`src/rtl/ov5640_init_seq_ctrl.sv`:
```
// OV5640 init-table sequencer: walks the register ROM and issues one SCCB write per entry,
// with power-up and soft-reset settle delays. `define OV5640_INIT_RETRY_EN adds NACK retries.
module ov5640_init_seq_ctrl #(
  parameter int          ADDR_WIDTH   = 8,
  parameter int          INIT_NUM     = 91,
  parameter logic [23:0] PWRUP_CYCLES = 24'd480000,
  parameter logic [23:0] SWRST_CYCLES = 24'd120000
`ifdef OV5640_INIT_RETRY_EN
  , parameter int        MAX_RETRY    = 3
`endif
) (
  input  logic                  clk,
  input  logic                  rst,
  input  logic                  start,
  output logic [ADDR_WIDTH-1:0] rom_addr,
  input  logic [23:0]           rom_q,
  output logic                  wr_valid,
  input  logic                  wr_ready,
  output logic [15:0]           wr_reg_addr,
  output logic [7:0]            wr_data,
  input  logic                  wr_done,
  input  logic                  wr_nack,
  output logic                  busy,
  output logic                  init_done,
  output logic                  init_error,
  output logic [ADDR_WIDTH-1:0] err_index
);

  typedef enum logic [3:0] {
    IDLE, PWR_WAIT, FETCH, LATCH, REQ, WAIT_DONE, SW_DLY, NEXT, DONE, ERROR
  } state_t;

  localparam logic [ADDR_WIDTH-1:0] LAST_IDX = ADDR_WIDTH'(INIT_NUM - 1);

  state_t                state_q, state_d;
  logic [ADDR_WIDTH-1:0] idx_q, idx_d, rom_addr_q, rom_addr_d, err_index_q, err_index_d;
  logic [23:0]           cnt_q, cnt_d, cnt_tgt;
  logic [15:0]           wr_reg_addr_q, wr_reg_addr_d;
  logic [7:0]            wr_data_q, wr_data_d;
  logic                  wr_valid_q, wr_valid_d, busy_q, busy_d;
  logic                  init_done_q, init_done_d, init_error_q, init_error_d;
  logic                  cnt_hit, is_swrst, can_start, retry_ok;

  assign can_start = start && (state_q == IDLE || state_q == DONE || state_q == ERROR);
  assign cnt_tgt   = (state_q == SW_DLY) ? SWRST_CYCLES : PWRUP_CYCLES;
  // a zero target still spends one cycle in the delay state
  assign cnt_hit   = ({1'b0, cnt_q} + 25'd1) >= {1'b0, cnt_tgt};
  assign is_swrst  = (wr_reg_addr_q == 16'h3008) && wr_data_q[7];

`ifdef OV5640_INIT_RETRY_EN
  localparam int RW = (MAX_RETRY < 1) ? 1 : $clog2(MAX_RETRY + 1);
  localparam logic [RW-1:0] MAX_R = RW'(MAX_RETRY);
  logic [RW-1:0] retry_q, retry_d;

  assign retry_ok = retry_q < MAX_R;

  always_comb begin
    retry_d = retry_q;
    if (state_q == WAIT_DONE && wr_done) retry_d = wr_nack ? retry_q + 1'b1 : '0;
    if (can_start) retry_d = '0;
  end

  always_ff @(posedge clk) begin
    if (rst) retry_q <= '0;
    else     retry_q <= retry_d;
  end
`else
  assign retry_ok = 1'b0;
`endif

  always_comb begin
    state_d       = state_q;
    idx_d         = idx_q;
    rom_addr_d    = rom_addr_q;
    err_index_d   = err_index_q;
    cnt_d         = '0;
    wr_reg_addr_d = wr_reg_addr_q;
    wr_data_d     = wr_data_q;
    wr_valid_d    = wr_valid_q;
    busy_d        = busy_q;
    init_done_d   = init_done_q;
    init_error_d  = init_error_q;
    unique case (state_q)
      IDLE, DONE, ERROR: if (can_start) begin
        state_d      = PWR_WAIT;
        busy_d       = 1'b1;
        init_done_d  = 1'b0;
        init_error_d = 1'b0;
        idx_d        = '0;
        rom_addr_d   = '0;
      end
      PWR_WAIT, SW_DLY: begin
        cnt_d = (&cnt_q) ? cnt_q : cnt_q + 24'd1;
        if (cnt_hit) state_d = (state_q == PWR_WAIT) ? FETCH : NEXT;
      end
      FETCH: begin
        rom_addr_d = idx_q;
        state_d    = LATCH;
      end
      LATCH: begin
        wr_reg_addr_d = rom_q[23:8];
        wr_data_d     = rom_q[7:0];
        wr_valid_d    = 1'b1;
        state_d       = REQ;
      end
      REQ: if (wr_ready) begin
        wr_valid_d = 1'b0;
        state_d    = WAIT_DONE;
      end
      WAIT_DONE: if (wr_done) begin
        if (!wr_nack) begin
          state_d = is_swrst ? SW_DLY : NEXT;
        end else if (retry_ok) begin
          wr_valid_d = 1'b1;
          state_d    = REQ;
        end else begin
          state_d      = ERROR;
          init_error_d = 1'b1;
          err_index_d  = idx_q;
          busy_d       = 1'b0;
        end
      end
      NEXT: if (idx_q == LAST_IDX) begin
        state_d     = DONE;
        init_done_d = 1'b1;
        busy_d      = 1'b0;
      end else begin
        // ROM address advances with idx so the registered read is ready by LATCH
        idx_d      = idx_q + 1'b1;
        rom_addr_d = idx_q + 1'b1;
        state_d    = FETCH;
      end
      default: state_d = IDLE;
    endcase
  end

  always_ff @(posedge clk) begin
    if (rst) begin
      state_q       <= IDLE;
      idx_q         <= '0;
      rom_addr_q    <= '0;
      err_index_q   <= '0;
      cnt_q         <= '0;
      wr_reg_addr_q <= '0;
      wr_data_q     <= '0;
      wr_valid_q    <= 1'b0;
      busy_q        <= 1'b0;
      init_done_q   <= 1'b0;
      init_error_q  <= 1'b0;
    end else begin
      state_q       <= state_d;
      idx_q         <= idx_d;
      rom_addr_q    <= rom_addr_d;
      err_index_q   <= err_index_d;
      cnt_q         <= cnt_d;
      wr_reg_addr_q <= wr_reg_addr_d;
      wr_data_q     <= wr_data_d;
      wr_valid_q    <= wr_valid_d;
      busy_q        <= busy_d;
      init_done_q   <= init_done_d;
      init_error_q  <= init_error_d;
    end
  end

  assign rom_addr    = rom_addr_q;
  assign wr_valid    = wr_valid_q;
  assign wr_reg_addr = wr_reg_addr_q;
  assign wr_data     = wr_data_q;
  assign busy        = busy_q;
  assign init_done   = init_done_q;
  assign init_error  = init_error_q;
  assign err_index   = err_index_q;

endmodule

```
`config.mk`:
```
export PLATFORM = sky130hd
export DESIGN_NAME = ov5640_init_seq_ctrl
export DESIGN_NICKNAME = d
export VERILOG_FILES = /design/src/rtl/ov5640_init_seq_ctrl.sv
export SDC_FILE = /design/constraint.sdc
export NUM_CORES = 1
export LEC_CHECK = 0
export ABC_AREA = 1
export ABC_CLOCK_PERIOD_IN_PS = 2300
export CAP_MARGIN = 15
export CORE_UTILIZATION = 48
export DETAILED_ROUTE_END_ITERATION = 10
export PLACE_DENSITY = 0.8
export SLEW_MARGIN = 20
export SYNTH_ARGS = -nofsm -noshare
export SYNTH_HDL_FRONTEND = slang
export SYNTH_SLANG_ARGS = --single-unit
export TNS_END_PERCENT = 1
```
`constraint.sdc`:
```
create_clock -name clk -period 2.3 [get_ports clk]
set_clock_uncertainty 0.1 [all_clocks]
set_input_delay 0.23 -clock clk [delete_from_list [all_inputs] [get_ports clk]]
set_output_delay 0.23 -clock clk [all_outputs]
set_load 0.005 [all_outputs]
```
==> flow_metrics.py, run 1 <==
metrics = {
    "critical_path": {
        "worstPathArrival_ns": 2.87,
        "cp_cell_sequence": "ha_4 > nand3_4 > inv_2 > nand2_4 > inv_2 > nand4_1 > xnor2_1 > ha_1 > nand2_1 > inv_1 > nand2_1 > nor2_1 > nand2_1 > nor2_1 > nand3_1 > nor2_1 > nand3_1 > nand2_2 > nor2_4 > nand2_4 > nand3_1 > nand2_1 > nor2_1",
        "critical_path.slowest_cell": "dfxtp_4",
        "r2r_end": "state_q[2]",
        "crit_buf_inv": 3,
        "r2r_cells": 23,
        "regToRegSetupSlack_ns": -0.42,
        "cpPeakStageDelay_ns": 0.38,
        "worst-setup-path-type": "flop to flop",
        "crit_path_end_kind": "flop",
        "crit_required_ns": 2.45,
        "cp-start-kind": "flop",
        "critical-path-top-delay-family": "simple AND/OR/NAND/NOR gates",
        "crit_fanout": 8,
        "r2r-start": "cnt_q[1]",
    },
    "place": {
        "dpl_cell_area_um2": 5418,
        "portBuffers": 73,
        "place_congestion": 0.9464,
        "place.detailed.hpwl_um": 8395,
        "dp_slack_ns": -0.3991,
    },
    "clock_tree": {
        "clk_path_buf_depth": 2,
        "root_buffer": "clkbuf_8",
        "cts_tree": "built",
        "cts_htree_levels": 3,
        "clk_pin_slew_ns": 0.09,
        "numCtsBuffers": 9,
        "cts_hold_buf": 0,
        "clock-sinks": 80,
        "insertion_delay_ns": 0.35,
    },
    "routing": {
        "avgRoutedWirePerCell_um": 13.85,
        "drc_errors": 0,
        "via_per_inst": 5.296,
        "routed_wl_um": 11500,
        "ant_nets": 0,
        "drt_first_pass_iters": 5,
        "drt-initial-drc-count": 261,
        "num_vias": 4396,
    },
    "synth": {
        "synth_edf_count": 0,
        "netlist_instances": 592,
        "syn-num-nets": 634,
        "syn_avg_cell_area_um2": 6.977,
        "synth_top_area_share_pct": 38.78,
        "yosysTopAreaCell": "dfxtp_1",
        "yosys_warnings": 0,
        "synth_flop_cell": "dfxtp_1",
        "seq_area_frac_synth_pct": 38.78,
        "synth_seq_cells": 80,
        "async_flop_share_pct": 0,
        "synth.distinct_cells": 37,
        "netlist_area_um2": 4130,
        "ys_top_cells_by_area": "dfxtp_1 39%, nor2_1 9.0%, nand2_1 8.3%",
    },
    "pwr": {
        "p_leak_nw": 2.392,
        "p_total_w": 0.004521,
        "ir_drop_mv": 0.5848,
        "power_density_nw_per_um2": 795.6,
    },
    "finish": {
        "fin_nets": 762,
        "final_layout_size_suffix_gt1_share_pct": 19.17,
        "fin_area_um2": 5683,
        "antennaDiodeCount": 0,
        "area_growth_pct": 37.59,
    },
    "timing": {
        "fin_crit_sh_pct": 118.5,
        "slew_headroom_pct": 47.44,
        "maxSlewViolCount": 0,
        "worst_pin_slew_ns": 0.7875,
        "fin_crit_ns": 2.724,
        "finalSetupViolations": 4,
        "layout_setup_ws_ns": -0.4244,
        "fmax_mhz": 367.1,
        "finalHoldViolations": 0,
        "rsz0062_at_grt": "true",
    },
    "die": {
        "core_um2": 8258,
        "start_util_pct": 50.02,
        "die_h_um": 94.76,
        "chipWidth_um": 94.76,
        "ios": 74,
        "rows": 33,
        "dieArea_um2": 8979,
    },
    "outcome": {
        "status": "finished, violations left",
        "violations": "setup timing",
    },
    "min_path": {
        "holdPathEnd": "err_index[6]",
        "hold_class": "flop to flop",
        "hold_path_depth": 2,
        "worstHoldStart": "err_index[6]",
    },
    "global_route": {
        "track_usage_pct": 26.68,
        "grt-ovfl-total": 0,
        "grt_pass1_vias": 4244,
        "grt_pass1_wl_um": 18910,
        "grt_max_degree": 31,
        "antenna_found_initial": 0,
    },
    "run": {
        "cap_violations": 0,
    },
}
[layer usage]
layer	vias up	global-route usage (%)	part of all wire [%]	wire length [um]
li1	2166	-	-	-
met1	2027	33.17	42	4865
met2	181	44.30	47	5443
met3	22	6.844	8.4	971
met4	0	9.722	1.9	214
met5	-	0	0	0
[where the power goes]
group | switching [W] | total (W) | internal [W] | leakage (nW)
Sequential | 0.000166 | 0.00176 | 0.00160 | 0.653
Clock | 0.000552 | 0.00124 | 0.000684 | 0.115
Combinational | 0.000869 | 0.00152 | 0.000651 | 1.62
Total | 0.00159 | 0.00452 | 0.00293 | 2.39
[cell usage in the layout, fill, tap and decap left out, types with 11 or more instances in the layout]
cell type / n
o21ai_0: 59
nor2_1: 97
ha_1: 11
nor2_2: 14
a21oi_1: 46
nand2_1: 90
clkdlybuf4s50_1: 73
inv_1: 64
dfxtp_1: 73
buf_4: 60
nand3_1: 24
[cells in the mapped netlist (all sizes together), types with 2 or more instances]
library cell / instances
nor2: 118
nand2: 103
dfxtp: 80
inv: 74
o21ai: 60
a21oi: 48
nand3: 27
clkbuf: 13
ha: 12
nor3: 12
nand4: 10
a31oi: 9
xor2: 5
buf: 4
xnor2: 4
nor4: 3
nand3b: 2
or2: 2
[worst max-delay path by stage]
stage          startpoint         end  cells past startpoint
2_1_floorplan    cnt_q[1]  state_q[3]                     23
3_3_place_gp     cnt_q[6]  state_q[1]                     22
3_5_place_dp     cnt_q[6]  state_q[2]                     23
4_1_cts          cnt_q[1]  state_q[2]                     23
5_1_grt          cnt_q[0]  state_q[2]                     23
6_report         cnt_q[1]  state_q[2]                     23
[per-stage QoR]
stage / cells / setup TNS, ns / util [%] / hold WS [ns]
2_1_floorplan: 592 / -0.4990 / - / 0.2373
3_3_place_gp: 813 / -0.7557 / 65.61 / 0.3328
3_5_place_dp: 813 / -1.506 / 65.61 / 0.3388
4_1_cts: 830 / -1.570 / 68.68 / 0.3524
5_1_grt: 830 / -2.468 / 68.82 / 0.3688
6_report: 830 / -1.605 / 68.82 / 0.3491
[worst min-delay path, delay by kind of cell (launching register included)]
family | cells | cell delay, ns
buffers and inverters | 1 | 0.05
AO/OA/AOI/OAI | 1 | 0.05
flip-flops | 1 | 0.32
[repair_timing]
item                                    in CTS  in global routing
setup buffers                                1                  0
cloned                                       0                  0
resized for setup                            3                  3
hold endpoints to repair                     0                  0
endpoints found under the setup margin       4                  9
pin swaps                                    1                  0
[state kept, by name (all words and copies together) (netlist names)]
register / cells
busy: 1
wr_valid: 1
idx_q: 8
err_index: 8
wr_reg_addr: 16
rom_addr: 8
init_done: 1
cnt_q: 24
wr_data: 8
init_error: 1
state_q: 4
[logic make-up after synthesis]
logic type / Yosys count / share of synthesized area, %
flops: 80 / 38.78
xor+xnor: 9 / 1.908
fa+ha+maj: 12 / 3.635
simple gates: 278 / 31.60
compound gates: 122 / 15.54
buf+inv: 91 / 8.543
[cell type report]
type,count,area (um^2)
inverters,74,277.8
flip-flops and latches,80,1618
fillers,662,2575
well taps,105,131.4
clock buffers,11,152.6
clock inverters,5,85.08
repair buffers,134,1201
multi-input cells,421,2217
Note: power is estimated with default switching activity, not from simulation.
==> run 2, diff against run 1 <==
CORE_UTILIZATION = 45   (was 48)
PLACE_DENSITY = 0.76   (was 0.8)
==> run 2 against run 1 <==
The run still ends with setup timing left. Total power fell by 1.8%. Count of clock-buffer cells in the layout decreased by 1. Non-clock buffer count increased by 4. Cell count rose by 0.84%. Register-to-register slack barely moved. Design area is 0.26% higher. Core utilization decreased by 4.1 points. First-iteration DRC count fell by 5.7%. Critical path type unchanged. Largest cell class unchanged.
==> flow_metrics.py, run 2 (synthesis gave the netlist of run 1 again) <==
metrics = {
    "finish": {
        "fillers": 729,
        "fin_nets": 766,
        "register_area_um2": 1615,
        "largest_reg_flops": 24,
        "layout_common_cells": "97 x nor2_1, 90 x nand2_1, 73 x dfxtp_1, 73 x clkdlybuf4s50_1, 65 x buf_4",
        "antennaDiodeCount": 0,
        "multi_input_area_um2": 2227,
        "final_layout_size_suffix_gt1_share_pct": 19.89,
        "area_growth_pct": 37.96,
        "final_common_cell": "nor2_1",
        "layout.cells.non_filler": 837,
        "top_register": "cnt_q",
    },
    "timing": {
        "worst_pin_slew_ns": 0.8052,
        "fmax_mhz": 367.2,
        "fin_crit_ns": 2.723,
        "layout_setup_ws_ns": -0.4233,
        "finalHoldViolations": 0,
        "hold_ws_ns": 0.3428,
        "maxSlewViolCount": 0,
        "slew_headroom_pct": 46.26,
        "finalSetupViolations": 4,
        "rsz0062_at_grt": "true",
        "fin_crit_sh_pct": 118.4,
    },
    "clock_tree": {
        "root_buffer": "clkbuf_8",
        "insertion_delay_ns": 0.35,
        "clk_pin_slew_ns": 0.09,
        "cts_htree_levels": 3,
        "numCtsBuffers": 9,
        "clock-sinks": 80,
        "clk_path_buf_depth": 2,
        "cts_tree": "built",
    },
    "global_route": {
        "grt-ovfl-total": 0,
        "antenna_found_initial": 0,
        "grt_pass1_vias": 4358,
        "track_usage_pct": 24.94,
        "grt_pass1_wl_um": 19400,
        "grt_max_degree": 31,
    },
    "min_path": {
        "hold_class": "flop to flop",
        "hold_path_depth": 2,
        "holdPathEnd": "err_index[3]",
        "worstHoldStart": "err_index[3]",
    },
    "die": {
        "die_h_um": 97.81,
        "ios": 74,
        "rows": 34,
        "core_um2": 8806,
        "start_util_pct": 46.90,
        "chipWidth_um": 97.81,
        "dieArea_um2": 9566,
    },
    "run": {
        "cap_violations": 0,
    },
    "critical_path": {
        "r2r-start": "cnt_q[0]",
        "crit_required_ns": 2.44,
        "worstPathArrival_ns": 2.87,
        "worst-setup-path-type": "flop to flop",
        "crit_fanout": 8,
        "r2r_cells": 18,
        "r2r_end": "state_q[2]",
        "cp-start-kind": "flop",
        "regToRegSetupSlack_ns": -0.42,
        "crit_path_end_kind": "flop",
    },
    "routing": {
        "avgRoutedWirePerCell_um": 13.61,
        "drc_errors": 0,
        "via_per_inst": 5.159,
        "ant_nets": 0,
        "drt-initial-drc-count": 246,
        "drt_first_pass_iters": 4,
        "num_vias": 4318,
        "routed_wl_um": 11390,
    },
    "outcome": {
        "violations": "setup timing",
        "status": "finished, violations left",
    },
    "place": {
        "place_congestion": 0.9330,
        "place.detailed.hpwl_um": 8451,
        "portBuffers": 73,
        "place_inst": 818,
    },
    "pwr": {
        "power_density_nw_per_um2": 779.1,
        "p_leak_nw": 2.406,
        "ir_drop_mv": 0.5397,
    },
}
[run 2: stage by stage]
stage	worst slack (ns)	power [W]	TNS [ns]	util [%]	instance area, um^2
floorplan	-0.1248	0.002647	-0.4990	-	4168
global placement	-0.1729	0.003211	-0.6838	61.59	5424
detailed placement	-0.3095	0.003276	-1.147	61.59	5424
CTS	-0.3469	0.004444	-1.374	64.44	5674
global route	-0.5817	0.004725	-2.295	64.71	5698
finish	-0.4233	0.004439	-1.623	64.71	5698
[run 2: worst max path at each step]
stage               startpoint    endpoint  slack [ns]  cells past startpoint
finish                cnt_q[0]  state_q[2]       -0.42                     18
detailed placement    cnt_q[6]  state_q[2]       -0.31                     23
floorplan             cnt_q[1]  state_q[3]       -0.12                     23
global route          cnt_q[0]  state_q[3]       -0.58                     18
global placement      cnt_q[1]  state_q[1]       -0.17                     23
CTS                   cnt_q[0]  state_q[0]       -0.35                     23
[run 2: layout make-up]
class,count,area share (%)
Multi-Input combinational cell,421,39.09
Sequential cell,80,28.35
Timing Repair Buffer,138,21.39
Inverter,74,4.919
Tap cell,108,2.372
Clock buffer,10,2.240
Clock inverter,6,1.647
[run 2: worst max-delay path, cell delays in order (launching register included)]
cell and delay, ns:
dfxtp_4 0.39, ha_4 0.15, nand3_4 0.08, inv_4 0.07, nand2_4 0.05, inv_2 0.06, nand4_1 0.09, xnor2_1 0.21
ha_1 0.27, buf_4 0.14, a21o_1 0.18, nor2_4 0.11, nand3_2 0.08, nor2_4 0.11, nand2_2 0.08, nor2_4 0.12
nand2_4 0.08, a21oi_1 0.15, nor2_1 0.07
[run 2: what timing repair did]
item,CTS,global route
gates resized for setup,4,4
setup endpoints to repair,4,12
hold buffers,0,0
pin swaps,5,4
setup buffers,2,1
[run 2: routing by layer]
| metal | GRT usage [%] | up-vias | share of wire (%) |
|---|---|---|---|
| li1 | - | 2180 | - |
| met1 | 30.36 | 1981 | 43 |
| met2 | 41.30 | 133 | 46 |
| met3 | 6.872 | 24 | 8.0 |
| met4 | 11.07 | 0 | 2.1 |
| met5 | 0 | - | 0 |
[run 2: where the power goes]
group,leakage [nW],switching [W],total [W],internal (W)
Sequential,0.653,0.000171,0.00177,0.00160
Clock,0.107,0.000532,0.00115,0.000618
Combinational,1.65,0.000861,0.00152,0.000657
==> run 3, diff against run 2 <==
SKIP_LAST_GASP = 1   (was not set)
==> run 3 against run 2 <==
The run still ends with setup timing left. Core utilization is essentially flat. Total power is 0.16% lower. Critical path depth unchanged. Sequential power about the same. Critical endpoint unchanged. Largest cell class unchanged.
==> flow_metrics.py, run 3 (synthesis gave the netlist of run 1 again) <==
metrics = {
    "die": {
        "chipWidth_um": 97.81,
        "start_util_pct": 46.90,
        "ios": 74,
        "dieArea_um2": 9566,
        "die_h_um": 97.81,
        "rows": 34,
        "core_um2": 8806,
    },
    "finish": {
        "fillers": 729,
        "fin_area_um2": 5695,
        "final_layout_size_suffix_gt1_share_pct": 19.75,
        "layout_common_cells": "98 x nor2_1, 90 x nand2_1, 73 x dfxtp_1, 73 x clkdlybuf4s50_1, 65 x buf_4",
        "antennaDiodeCount": 0,
        "final_common_cell": "nor2_1",
        "multi_input_area_um2": 2225,
        "top_register": "cnt_q",
        "largest_reg_flops": 24,
        "register_area_um2": 1615,
        "fin_util_pct": 64.68,
        "fin_nets": 766,
        "area_growth_pct": 37.90,
    },
    "clock_tree": {
        "root_buffer": "clkbuf_8",
        "clk_pin_slew_ns": 0.09,
        "numCtsBuffers": 9,
        "clk_path_buf_depth": 2,
        "insertion_delay_ns": 0.35,
        "clock-sinks": 80,
        "cts_htree_levels": 3,
        "cts_tree": "built",
    },
    "timing": {
        "rsz0062_at_grt": "true",
        "fmax_mhz": 367.3,
        "fin_crit_sh_pct": 118.4,
        "maxSlewViolCount": 0,
        "fin_crit_ns": 2.723,
        "tns_ns": -1.729,
        "finalSetupViolations": 7,
        "layout_setup_ws_ns": -0.4229,
        "slew_headroom_pct": 47.06,
        "finalHoldViolations": 0,
        "worst_pin_slew_ns": 0.7932,
    },
    "pwr": {
        "combPwrFrac_pct": 34.1,
        "p_clk_share_pct": 25.9,
        "p_int_w": 0.002871,
        "seqPwrFrac_pct": 40.0,
        "p_total_w": 0.004432,
        "p_leak_nw": 2.406,
        "ir_drop_mv": 0.5385,
        "power_density_nw_per_um2": 778.2,
        "switchingPower_w": 0.001561,
        "sw_frac_of_total_pct": 35.22,
    },
    "critical_path": {
        "crit_fanout": 8,
        "crit_path_end_kind": "flop",
        "cp_cell_sequence": "ha_4 > nand3_4 > inv_4 > nand2_4 > inv_2 > nand4_1 > xnor2_1 > ha_1 > buf_4 > a21o_1 > nor2_4 > nand3_2 > nor2_4 > nand2_2 > nor2_4 > nand2_4 > a21oi_1 > nor2_1",
        "critical-path-top-delay-family": "simple AND/OR/NAND/NOR gates",
        "critical_path.slowest_cell": "dfxtp_4",
        "cpPeakStageDelay_ns": 0.39,
        "regToRegSetupSlack_ns": -0.42,
        "worst-setup-path-type": "flop to flop",
        "worstPathArrival_ns": 2.87,
        "cp-start-kind": "flop",
        "r2r-start": "cnt_q[0]",
        "cp_common_cell": "nor2_4",
        "crit_buf_inv": 3,
        "crit_start": "cnt_q[0]",
        "crit_required_ns": 2.45,
    },
    "global_route": {
        "grt_max_degree": 31,
        "track_usage_pct": 24.94,
        "antenna_found_initial": 0,
        "grt_pass1_wl_um": 19400,
        "grt_pass1_vias": 4358,
        "grt-ovfl-total": 0,
    },
    "place": {
        "place.detailed.hpwl_um": 8451,
        "place_congestion": 0.9330,
        "portBuffers": 73,
        "dpl_cell_area_um2": 5424,
    },
    "run": {
        "cap_violations": 0,
    },
    "outcome": {
        "violations": "setup timing",
        "status": "finished, violations left",
    },
    "routing": {
        "drt-initial-drc-count": 252,
        "num_vias": 4326,
        "routed_wl_um": 11390,
        "avgRoutedWirePerCell_um": 13.60,
        "via_per_inst": 5.168,
        "drt_first_pass_iters": 5,
        "drc_errors": 0,
        "ant_nets": 0,
    },
    "min_path": {
        "hold_class": "flop to flop",
        "worstHoldStart": "err_index[3]",
    },
}
[run 3: worst min-delay path: stages, from the launching register on]
cell and delay [ns]:
dfxtp_1 0.31, inv_1 0.04, a21oi_1 0.05
[run 3: layer usage]
metal	vias to the layer above	track usage, %	routed length, um
met3	23	6.872	935
met1	1984	30.36	4908
met2	137	41.30	5311
met4	0	11.07	229
li1	2182	-	-
met5	-	0	0
[run 3: cell type report]
class / instances / share of cell area (%)
repair buffers: 138 / 21.40
flip-flops and latches: 80 / 28.36
clock inverters: 6 / 1.648
clock buffers: 10 / 2.241
well taps: 108 / 2.373
multi-input cells: 421 / 39.06
inverters: 74 / 4.921
[run 3: final timing paths]
path,to,cells after the start
worst max-delay path,state_q[2],18
worst min-delay path,err_index[3],2
worst max register to register,state_q[2],18
worst min register to register,err_index[3],2
[run 3: what timing repair did]
item                       in CTS  in global routing
gates cloned                    0                  0
resized for setup               4                  3
setup buffers                   2                  1
hold buffers                    0                  0
pin swaps                       5                  4
setup endpoints to repair       4                 12
[run 3: power groups by stage]
stage,logic [W],registers [W],clock network [W]
after CTS,0.00150,0.00177,0.00117
after detailed placement,0.00148,0.00179,0
after global placement,0.00143,0.00178,0
after global routing,0.00168,0.00180,0.00123
after floorplan,0.000848,0.00180,0
final,0.00151,0.00177,0.00115
[run 3: per-stage QoR]
step	worst slack, ns	hold WS (ns)	instances
2_1_floorplan	-0.1248	0.2373	592
3_3_place_gp	-0.1729	0.3311	818
3_5_place_dp	-0.3095	0.3336	818
4_1_cts	-0.3469	0.3471	836
5_1_grt	-0.5817	0.3706	837
6_report	-0.4229	0.3428	837
